==> src/rtl/router_dest.sv <==
// Routing stage: pops the input FIFO head, steers each word to one of four
// output FIFOs by its destination field and keeps per-destination word counts.
//
// state  | meaning
// RESET  | held in reset, all outputs cleared
// INIT   | counters held at zero until init drops
// IDLE   | input FIFO empty, nothing moving
// ACTIVE | words are routed while the input FIFO has data
module router_dest #(
    parameter int TAMANO_DATOS = 12,
    parameter int DEST_LSB     = 8,
    parameter int CONT_W       = 5
) (
    input  logic                    clk,
    input  logic                    reset,
    input  logic                    init,
    input  logic [TAMANO_DATOS-1:0] data_in,
    input  logic                    fifo_in_empty,
    input  logic [3:0]              almost_full,
    output logic                    fifo_in_pop,
    output logic [3:0]              push_out,
    output logic [TAMANO_DATOS-1:0] data_out,
    input  logic                    req,
    input  logic [2:0]              idx,
    output logic [CONT_W-1:0]       contador,
    output logic                    contador_valid,
    output logic [3:0]              estado,
    output logic                    idle
);

    typedef enum logic [3:0] {
        ST_RESET  = 4'b0001,
        ST_INIT   = 4'b0010,
        ST_IDLE   = 4'b0100,
        ST_ACTIVE = 4'b1000
    } state_t;

    state_t            state;
    state_t            state_next;
    logic              pop;
    logic [1:0]        dest;
    logic [CONT_W-1:0] count [4];

    assign dest = data_in[DEST_LSB+1:DEST_LSB];

    always_ff @(posedge clk) begin
        if (reset) begin
            state <= ST_RESET;
        end else begin
            state <= state_next;
        end
    end

    always_comb begin
        state_next = state;
        pop        = 1'b0;
        case (state)
            ST_RESET: begin
                state_next = init ? ST_INIT : ST_IDLE;
            end
            ST_INIT: begin
                if (!init) state_next = ST_IDLE;
            end
            ST_IDLE: begin
                if (init)               state_next = ST_INIT;
                else if (!fifo_in_empty) state_next = ST_ACTIVE;
            end
            ST_ACTIVE: begin
                if (init)              state_next = ST_INIT;
                else if (fifo_in_empty) state_next = ST_IDLE;
                // a stalled head word blocks everything behind it
                pop = !fifo_in_empty && !almost_full[dest];
            end
            default: begin
                state_next = ST_RESET;
            end
        endcase
        if (reset) pop = 1'b0;
    end

    assign fifo_in_pop = pop;
    assign estado      = state;
    assign idle        = (state == ST_IDLE);

    always_ff @(posedge clk) begin
        if (reset) begin
            push_out <= 4'b0000;
            data_out <= '0;
        end else if (pop) begin
            push_out <= 4'b0001 << dest;
            data_out <= data_in;
        end else begin
            push_out <= 4'b0000;
        end
    end

    // counts wrap freely; INIT holds them cleared
    always_ff @(posedge clk) begin
        for (int k = 0; k < 4; k++) begin
            if (reset || state == ST_INIT) begin
                count[k] <= '0;
            end else if (push_out[k]) begin
                count[k] <= count[k] + CONT_W'(1);
            end
        end
    end

    always_ff @(posedge clk) begin
        if (reset) begin
            contador       <= '0;
            contador_valid <= 1'b0;
        end else if (req) begin
            contador_valid <= 1'b1;
            contador       <= (idx[2] || state == ST_INIT) ? '0 : count[idx[1:0]];
        end else begin
            contador_valid <= 1'b0;
        end
    end

endmodule

==> config.mk <==
export PLATFORM = sky130hd
export DESIGN_NAME = router_dest
export DESIGN_NICKNAME = d
export VERILOG_FILES = /design/src/rtl/router_dest.sv
export SDC_FILE = /design/constraint.sdc
export NUM_CORES = 1
export LEC_CHECK = 0
export CORE_MARGIN = 5
export CORE_UTILIZATION = 53
export DETAILED_ROUTE_END_ITERATION = 12
export PLACE_DENSITY = 0.84
export SKIP_CTS_REPAIR_TIMING = 1
export SYNTH_ARGS = -nofsm -noshare
export SYNTH_HDL_FRONTEND = slang
export SYNTH_SLANG_ARGS = --single-unit
export TNS_END_PERCENT = 1
==> constraint.sdc <==
create_clock -name clk -period 2.65 [get_ports clk]
set_input_delay 0.265 -clock clk [delete_from_list [all_inputs] [get_ports clk]]
set_output_delay 0.265 -clock clk [all_outputs]
set_load 0.02 [all_outputs]
### Yosys cells after proc, flatten, opt, wreduce, memory -nomap -nowiden

Memory sizes are Yosys's and may differ from the RTL's.
Cells that the tools add are included.
Widths: inputs -> output; s select.

* add/subtract/negate cells: 4
* $mul: 0
* div/mod/pow operators: 0
* $lt $le $gt $ge: 1
* equal/unequal tests: 7
* shifts and indexed selects: 1
* multiplexer cells: 31
* bitwise operators: 5
* reduce and logical (&&, ||, !) cells: 7

Operators by type and width (count)
* $mux 5: 5
* $add 5x1->5 const B: 4
* $mux 4: 5
* $mux 1: 18
* $pmux 4 s4: 1
* $ne 3x3->1 const B: 2
* $eq 4x1->1 const B: 1
* $eq 4x2->1 const B: 1
* $eq 4x3->1 const B: 1
* $eq 4x4->1 const B: 1
* $or 1x1->1: 4
* $shl 1x2->4 const A: 1
* $lt 2x3->1 const B: 1
* $mux 3: 1
* $reduce_and 3->1: 1
* $bmux 1 s2: 1
* $logic_not 1->1: 2
* $logic_or 1x1->1: 2
* $ne 2x2->1 const B: 1
* $reduce_or 2->1: 1
* $logic_and 1x1->1: 1
* $not 1->1: 1

* register bits: 26
* latch bits: 0
* RAM bits: 20
* memory bits (read-only): 0
* input port bits: 24
* memories: 1

Memories
* count: words 4, bits a word 5, read ports 5, clocked after memory_dff 0, write ports 4, line 42 `logic [CONT_W-1:0] count [4];`

### Logic depth before layout (Yosys ltp)

Gate-level depths: netlist of run 1.

* word-level depth: 8
* depth in mapped cells: 6
* gate-level depth less buffers: 4

### Least setup slack after synthesis of run 1

No wires, ideal clock.

* kind: input-to-output
* start point: input port data_in[8]
* end point: output port fifo_in_pop
* arrival: 1464 ps
* path slack: 921 ps
* cell stages on the path: 5
* path buffers: 2
* path through: buf_6 > mux2_4 > and2_4 > buf_6 > nor3_1

* longest elaborated chain between the ends: 6

RTL lines
* from (decl): line 17 `input logic [TAMANO_DATOS-1:0] data_in,`
* $bmux 1 s2: line 72 `pop = !fifo_in_empty && !almost_full[dest];`
* $mux 1 (implied by the code): line 72
* $logic_not 1->1: line 72
* $logic_and 1x1->1: line 72
* $mux 1: line 57 `case (state)`
* $mux 1: line 78 `if (reset) pop = 1'b0;`
* to (decl): line 20 `output logic fifo_in_pop,`

No other way between the ends. The select of a mux whose other input is x is not followed.

### Worst setup path in the final report of run 1

Same ends and word-level chain as after synthesis.

==> results of run 1 <==
==> layout by cell type (no fill, tap or decap), drive strengths merged, types with 2 or more instances in the layout <==
cell type | netlist | routed
dfxtp | 26 | 26
nor4b | 3 | 3
nor2b | 7 | 7
nor3b | 3 | 3
nand2 | 5 | 5
clkdlybuf4s50 | 0 | 51
buf | 4 | 2
clkbuf | 6 | 6
xnor2 | 5 | 5
o21ai | 14 | 14
nor2 | 27 | 27
or3 | 4 | 4
mux4 | 5 | 5
clkinv | 0 | 2
a21oi | 19 | 19
ha | 4 | 4
inv | 3 | 3
edfxtp | 20 | 20
nand3 | 20 | 20
xor2 | 8 | 8
and3 | 4 | 4
nor3 | 4 | 4
==> state kept, by name, indices dropped and copies added (netlist names) <==
| signal | cells |
|---|---|
| data_out | 12 |
| contador_valid | 1 |
| push_out | 4 |
| contador | 5 |
| estado | 4 |
| count | 20 |
==> through the flow <==
| step | power (mW) | utilization | instances |
|---|---|---|---|
| after floorplan | 0.9189 | - | 205 |
| after global placement | 0.9973 | 0.6728 | 298 |
| after detailed placement | 1.003 | 0.6728 | 298 |
| after CTS | 1.433 | 0.6966 | 306 |
| after global routing | 1.485 | 0.6966 | 306 |
| final | 1.423 | 0.6966 | 306 |
==> per-layer routing <==
metal  wire, um  track usage
met4         45      0.06640
met2       2482       0.3051
met3        256      0.04459
met1       2024       0.2366
met5          0            0
==> worst max-delay path, stage by stage <==
cell             delay (ns)
clkdlybuf4s50_1        0.50
mux2_4                 0.31
and2_4                 0.20
nor3_1                 0.23
clkdlybuf4s50_1        0.65
==> cells by family after synthesis <==
logic type,synth area share
buf+inv,0.03797
simple gates,0.2117
fa+ha+maj,0.02302
compound gates,0.09609
xor+xnor,0.05236
flops,0.5155
mux,0.06329
==> synth_stat cells, drive strengths merged (4+ instances only) <==
cell    instances  area, um2
nor2           27      101.4
dfxtp          26      520.5
edfxtp         20      600.6
nand3          20      100.1
a21oi          19      95.09
o21ai          14      70.06
xor2            8      70.07
nor2b           7      43.79
clkbuf          6      32.53
mux4            5      112.6
nand2           5      18.77
xnor2           5      43.79
and3            4      25.02
buf             4      38.78
ha              4      50.05
nor3            4      25.02
or3             4      25.02
==> power by group through the flow <==
stage / clock, mW / sequential [mW] / combinational (mW)
floorplan: 0 / 0.817 / 0.102
global placement: 0 / 0.812 / 0.186
detailed placement: 0 / 0.813 / 0.191
CTS: 0.445 / 0.797 / 0.191
global route: 0.479 / 0.801 / 0.204
finish: 0.437 / 0.797 / 0.189
==> cell type report <==
type	count	area share
well taps	50	0.02245
repair buffers	53	0.1886
clock buffers	6	0.02964
multi-input cells	146	0.3485
inverters	3	0.004041
clock inverters	2	0.004490
flip-flops and latches	46	0.4023
==> worst min path at each step <==
stage / startpoint / endpoint / slack, ns / depth (start not counted)
4_1_cts: data_out[11] / data_out[11] / 0.48 / 2
2_1_floorplan: almost_full[3] / push_out[3] / 0.34 / 1
3_5_place_dp: data_out[1] / data_out[1] / 0.47 / 2
6_report: data_out[4] / data_out[4] / 0.48 / 2
3_3_place_gp: data_out[8] / data_out[8] / 0.46 / 2
5_1_grt: data_out[11] / data_out[11] / 0.50 / 2
==> impl_metrics.json, run 1 <==
{
  "clock-sinks": 46,
  "clockPowerShare": 0.307,
  "fp.dieArea_um2": 5484,
  "grt_pass1_wl_um": 7700,
  "cts_tree": "done",
  "ys_seq_area_frac": 0.5155,
  "critPathMaxFanout": 14,
  "p_comb_frac": 0.133,
  "internal_power_mw": 1.074,
  "rr_startpoint": "estado[1]",
  "synth_cell_types": 39,
  "end_kind": "primary output",
  "cp.required_ns": 2.38,
  "hold_class": "flop to flop",
  "start_util": 0.5436,
  "antenna_found_initial": 0,
  "cts-root-buf": "clkbuf_8",
  "max-cap-violations": 0,
  "synthesis.nets": 233,
  "setup_ws_ns": 0.2190,
  "synthesis.area_um2": 2175,
  "crit_path_start_kind": "primary input",
  "clk_pin_slew_worst_paths_ns": 0.08,
  "skew_ns": 0.009791,
  "fin_crit_ns": 2.431,
  "hold_slack_ns": 0.4804,
  "run_status": "completed",
  "yosysWarnings": 0,
  "placed_area_um2": 2691,
  "seqCellArea_um2": 1121,
  "crit_type": "primary input to primary output",
  "finalCritPeriodShare": 0.9174,
  "core_area_um2": 4000,
  "maxSlewViolCount": 0,
  "area.growth.synth_to_final_pct": 28.14,
  "nFillCells": 330,
  "synthCells": 205,
  "cp_data_arrival_time_ns": 2.17,
  "htreeDepth": 2,
  "seqPwrFrac": 0.560,
  "ios": 52,
  "r2r_slack_ns": 0.93,
  "max-slew-margin-rel": 0.5060,
  "fin_nets": 283,
  "max_slew.worst_pin.slew_ns": 0.7402,
  "pre_cts_ws_ns": 0.2316,
  "critPathLaunch": "data_in[8]",
  "ctsLongestPathBuffers": 2,
  "worst_setup_path_endpoint": "fifo_in_pop",
  "gp_congestion": 0.8014,
  "synthFlopType": "dfxtp_1",
  "setup_viol": 0,
  "clock_latency_ns": 0.30,
  "layout-drive-gt1-share": 0.08594,
  "wl_um": 4808,
  "dpl.hpwl_um": 3646,
  "synth_edf_count": 20,
  "syn_avg_cell_area_um2": 10.61,
  "p_leak_nw": 0.9797,
  "net-switching-power_mw": 0.3489,
  "grt_start_max_net_pins": 29,
  "ys_seq_elements": 46,
  "ant_nets": 0,
  "drtIter0Drc": 112,
  "cts_made_buffers": 5,
  "ff2ff_path_depth": 4,
  "grt_use_total": 0.1847,
  "grt_pass1_vias": 1659,
  "irDropWorstVdd_mv": 0.3199,
  "dieWidth_um": 74.06,
  "antenna_cells": 0,
  "wl_per_cell_um": 15.71,
  "port_buffers": 51,
  "multiInputGateArea_um2": 970.9,
  "power_density_nw_per_um2": 510.7,
  "viasPerCell": 5.592,
  "remaining_drc_errors": 0,
  "setup_tns_ns": 0,
  "finalInstanceArea_um2": 2786,
  "r2r-end": "count[0][4]",
  "vias": 1711,
  "synth-async-reset-ratio": 0,
  "p_sw_frac": 0.2452,
  "dieHeight_um": 74.06,
  "rsz0062_at_grt": "false",
  "grt_overflow": 0,
  "final_hold_viol_count": 0,
  "fmax_mhz": 411.3,
  "row_count": 23,
  "firstDrtPassIters": 4
}
No activity file was read; power rests on OpenSTA's default activity.
==> inputs of run 2 (changes only) <==
--- a/config.mk
+++ b/config.mk
@@ -6,9 +6,9 @@
 export NUM_CORES = 1
 export LEC_CHECK = 0
 export CORE_MARGIN = 5
-export CORE_UTILIZATION = 53
+export CORE_UTILIZATION = 49
 export DETAILED_ROUTE_END_ITERATION = 12
-export PLACE_DENSITY = 0.84
+export PLACE_DENSITY = 0.79
 export SKIP_CTS_REPAIR_TIMING = 1
 export SYNTH_ARGS = -nofsm -noshare
 export SYNTH_HDL_FRONTEND = slang
==> constraint.sdc (replaced) <==
create_clock -name clk -period 2.5 [get_ports clk]
set_input_delay 0.25 -clock clk [delete_from_list [all_inputs] [get_ports clk]]
set_output_delay 0.25 -clock clk [all_outputs]
set_load 0.02 [all_outputs]
==> impl_metrics.json, run 2 (same netlist as run 1, synthesis figures left out) <==
{
  "run_status": "completed",
  "p_sw_frac": 0.2521,
  "min_path_cells": 2,
  "r2r-end": "count[3][3]",
  "cp_cell_sequence": "clkdlybuf4s50_1 > mux2_4 > and2_4 > nor3_1 > clkdlybuf4s50_1",
  "wl_um": 4663,
  "path_depth": 5,
  "start_util": 0.5029,
  "largestRegisters": "count x20, data_out x12, contador x5",
  "clk_pin_slew_worst_paths_ns": 0.09,
  "fp.dieArea_um2": 5870,
  "hold_path_end": "data_out[8]",
  "hold_slack_ns": 0.4747,
  "clockPowerShare": 0.298,
  "cts_tree": "done",
  "grt_overflow": 0,
  "vias": 1694,
  "largest_register_ffs": 20,
  "row_count": 24,
  "critPathMaxFanout": 14,
  "remaining_drc_errors": 0,
  "cp.required_ns": 2.25,
  "min_from": "data_out[8]",
  "antenna_cells": 0,
  "top_register": "count",
  "end_kind": "primary output",
  "gp_congestion": 0.8632,
  "cpMaxStageDelayCell": "clkdlybuf4s50_1",
  "grt_start_max_net_pins": 29,
  "path_delay_family": "buffers and inverters",
  "max-cap-violations": 0,
  "core_area_um2": 4324,
  "fin_cells": 308,
  "finalCritPeriodShare": 0.9399,
  "layout-drive-gt1-share": 0.08594,
  "hold_class": "flop to flop",
  "ff2ff_path_depth": 4,
  "final_hold_viol_count": 0,
  "internal_power_mw": 1.114,
  "setup_viol": 0,
  "nFillCells": 367,
  "fin_crit_ns": 2.350,
  "ant_nets": 0,
  "setup_tns_ns": 0,
  "dp_cells": 300,
  "dieHeight_um": 76.62,
  "port_buffers": 51,
  "r2r_slack_ns": 0.71,
  "cts_made_buffers": 5,
  "crit_type": "primary input to primary output",
  "rr_startpoint": "estado[1]",
  "critPathMaxStageDelay_ns": 0.64,
  "power_density_nw_per_um2": 535.6,
  "net-switching-power_mw": 0.3753,
  "p_comb_frac": 0.135,
  "p_leak_nw": 0.9760,
  "irDropWorstVdd_mv": 0.3261,
  "wl_per_cell_um": 15.14,
  "cp_data_arrival_time_ns": 2.10,
  "max_slew.worst_pin.slew_ns": 0.7576,
  "max-slew-margin-rel": 0.4944,
  "cp_common_cell": "clkdlybuf4s50_1",
  "drtIter0Drc": 85,
  "seqPwrFrac": 0.567,
  "rsz0062_at_grt": "false",
  "clock-sinks": 46,
  "grt_pass1_wl_um": 7866,
  "skew_ns": 0.01046,
  "dpl.hpwl_um": 3433,
  "firstDrtPassIters": 4,
  "fmax_mhz": 425.6,
  "fin_nets": 283,
  "clock_latency_ns": 0.30,
  "htreeDepth": 2,
  "antenna_found_initial": 0,
  "viasPerCell": 5.500,
  "dieWidth_um": 76.62,
  "cp_num_buf_inv": 2,
  "area.growth.synth_to_final_pct": 27.85,
  "layout_common_cells": "51 x clkdlybuf4s50_1, 27 x nor2_1, 26 x dfxtp_1",
  "ios": 52,
  "grt_pass1_vias": 1700,
  "ctsLongestPathBuffers": 2,
  "cts-root-buf": "clkbuf_8",
  "utilization": 0.6429,
  "maxSlewViolCount": 0,
  "crit_path_start_kind": "primary input",
  "final_common_cell": "clkdlybuf4s50_1",
  "grt_use_total": 0.1629
}
## run 2: through the flow
stage                     setup slack (ns)  area, um2  power, mW
after CTS                           0.1439       2780      1.492
after floorplan                     0.8010       2175     0.9741
after global routing               0.08309       2780      1.548
final                               0.1503       2780      1.489
after global placement              0.1645       2694      1.059
after detailed placement            0.1611       2694      1.062
## run 2: per-layer routing
layer  vias up  global-route usage  share of wire
li1        845                   -              -
met1       797              0.2019           0.44
met2        43              0.2697           0.49
met3         9             0.04019          0.053
met4         0             0.06643          0.021
met5         -                   0              0
## run 2: how the worst max path moves through the flow
stage,from,to,slack [ns]
floorplan,data_in[8],fifo_in_pop,0.80
global placement,data_in[8],fifo_in_pop,0.16
detailed placement,data_in[8],fifo_in_pop,0.16
CTS,data_in[8],fifo_in_pop,0.14
global route,data_in[8],fifo_in_pop,0.08
finish,data_in[8],fifo_in_pop,0.15
## run 2: layout make-up
type | count | area [um2] | area share
inverter | 3 | 11.26 | 0.004050
tap | 52 | 65.06 | 0.02340
clock buffer | 6 | 72.57 | 0.02610
timing repair buffer | 53 | 525.5 | 0.1890
clock inverter | 2 | 13.76 | 0.004950
sequential | 46 | 1121 | 0.4032
multi-input combinational | 146 | 970.9 | 0.3492
## run 2: power by group through the flow
stage	clock [mW]	sequential (mW)	combinational [mW]
after global placement	0	0.861	0.197
after floorplan	0	0.866	0.108
final	0.443	0.845	0.201
after detailed placement	0	0.862	0.200
after global routing	0.480	0.849	0.218
after CTS	0.445	0.845	0.202
## run 2: worst reg2reg max path: cells and delay by family (launching register included)
family	cells	cell delay [ns]
DFF	1	0.49
and+or+nand+nor	4	1.06
==> inputs of run 3 (changes only) <==
--- a/config.mk
+++ b/config.mk
@@ -5,10 +5,12 @@
 export SDC_FILE = /design/constraint.sdc
 export NUM_CORES = 1
 export LEC_CHECK = 0
+export CELL_PAD_IN_SITES_DETAIL_PLACEMENT = 1
+export CELL_PAD_IN_SITES_GLOBAL_PLACEMENT = 2
 export CORE_MARGIN = 5
-export CORE_UTILIZATION = 49
+export CORE_UTILIZATION = 31
 export DETAILED_ROUTE_END_ITERATION = 12
-export PLACE_DENSITY = 0.79
+export PLACE_DENSITY_LB_ADDON = 0.1
 export SKIP_CTS_REPAIR_TIMING = 1
 export SYNTH_ARGS = -nofsm -noshare
 export SYNTH_HDL_FRONTEND = slang
==> impl_metrics.json, run 3 (same netlist as run 1, synthesis figures left out) <==
{
  "fin_crit_ns": 2.343,
  "ff2ff_path_depth": 3,
  "area.growth.synth_to_final_pct": 32.28,
  "nFillCells": 789,
  "antenna_found_initial": 0,
  "largest_register_ffs": 20,
  "layout-drive-gt1-share": 0.1073,
  "max_slew.worst_pin.slew_ns": 0.5989,
  "cts-root-buf": "clkbuf_8",
  "dp_cells": 349,
  "grt_pass1_vias": 1785,
  "start_util": 0.3201,
  "layout_common_cells": "51 x clkdlybuf4s50_1, 27 x nor2_1, 26 x dfxtp_1",
  "clk_pin_slew_worst_paths_ns": 0.08,
  "cp.required_ns": 2.25,
  "grt_overflow": 0,
  "gp_congestion": 0.7405,
  "drtIter0Drc": 39,
  "critPathMaxStageDelay_ns": 0.65,
  "cts_made_buffers": 5,
  "cts_tree": "done",
  "skew_ns": 0.008141,
  "grt_use_total": 0.1306,
  "core_area_um2": 6794,
  "fmax_mhz": 426.8,
  "r2r_slack_ns": 0.83,
  "hold_path_end": "data_out[5]",
  "grt_start_max_net_pins": 29,
  "crit_type": "primary input to primary output",
  "final_hold_viol_count": 0,
  "utilization": 0.4234,
  "viasPerCell": 4.852,
  "top_register": "count",
  "cpMaxStageDelayCell": "clkdlybuf4s50_1",
  "clock_latency_ns": 0.30,
  "ant_nets": 0,
  "placed_area_um2": 2786,
  "fin_cells": 357,
  "finalCritPeriodShare": 0.9372,
  "end_kind": "primary output",
  "largestRegisters": "count x20, data_out x12, contador x5",
  "ctsLongestPathBuffers": 2,
  "wl_um": 5471,
  "r2r-end": "count[1][1]",
  "dpl.hpwl_um": 4153,
  "hold_class": "flop to flop",
  "dieWidth_um": 93.76,
  "power_density_nw_per_um2": 524.6,
  "cp_common_cell": "clkdlybuf4s50_1",
  "max-slew-margin-rel": 0.5998,
  "clock-sinks": 46,
  "min_from": "data_out[5]",
  "highest_layer": "met4",
  "setup_tns_ns": 0,
  "crit_path_start_kind": "primary input",
  "remaining_drc_errors": 0,
  "vias": 1732,
  "max-cap-violations": 0,
  "row_count": 30,
  "hold_slack_ns": 0.4793,
  "wl_per_cell_um": 15.32,
  "fp.dieArea_um2": 8790,
  "finalInstanceArea_um2": 2877,
  "critPathMaxFanout": 6,
  "final_common_cell": "clkdlybuf4s50_1",
  "cp_data_arrival_time_ns": 2.09,
  "htreeDepth": 2,
  "rsz0062_at_grt": "false",
  "grt_pass1_wl_um": 9114,
  "p_leak_nw": 1.000,
  "irDropWorstVdd_mv": 0.1772,
  "setup_viol": 0,
  "route.met2.wl_um": 2658,
  "run_status": "completed",
  "antenna_cells": 0,
  "dieHeight_um": 93.76,
  "cp_cell_sequence": "clkdlybuf4s50_1 > buf_4 > mux2i_1 > nor2_1 > nor3_1 > clkdlybuf4s50_1",
  "min_path_cells": 2,
  "firstDrtPassIters": 4,
  "port_buffers": 51,
  "fin_nets": 288,
  "dr_wl_met3_um": 232,
  "maxSlewViolCount": 0,
  "rr_startpoint": "estado[1]",
  "wl_met1_um": 2538,
  "ios": 52
}
==> run 3: changes by cell type in the layout (fill, tap and decap cells not counted), sizes merged <==
cell and change:
buf +5, clkbuf -1, clkinvlp +1
==> run 3: per-stage QoR <==
step	setup WS, ns	total power [mW]
detailed placement	0.1739	1.077
floorplan	0.8010	0.9741
CTS	0.1558	1.537
global placement	0.1668	1.077
finish	0.1570	1.509
global route	0.04976	1.599
==> run 3: area by class of cell <==
cell class	instances	area (um2)	share of cell area
repair buffers	58	563.0	0.1957
clock buffers	5	68.82	0.02392
clock inverters	3	21.27	0.007395
multi-input cells	146	970.9	0.3375
inverters	3	11.26	0.003915
flip-flops and latches	46	1121	0.3897
well taps	96	120.1	0.04176
==> run 3: power by group <==
group          switching (mW)  total [mW]  internal [mW]
Clock                   0.257       0.453          0.197
Sequential             0.0339       0.845          0.811
Combinational          0.0994       0.211          0.111
Total                   0.390        1.51           1.12
==> run 3: how the worst max path moves through the flow <==
stage	start	end	slack, ns
global placement	data_in[8]	fifo_in_pop	0.17
CTS	data_in[8]	fifo_in_pop	0.16
detailed placement	data_in[8]	fifo_in_pop	0.17
global route	data_in[8]	fifo_in_pop	0.05
floorplan	data_in[8]	fifo_in_pop	0.80
finish	data_in[8]	fifo_in_pop	0.16
==> run 3: metal layers <==
metal / track usage / up-vias
li1: - / 851
met1: 0.1762 / 840
met2: 0.2105 / 37
met3: 0.03285 / 4
met4: 0.02888 / 0
met5: 0 / -
==> run 3: critical path, delay by kind of cell <==
| family | cells | cell delay [ns] |
|---|---|---|
| buffers and inverters | 3 | 1.30 |
| and+or+nand+nor | 2 | 0.25 |
| muxes | 1 | 0.29 |
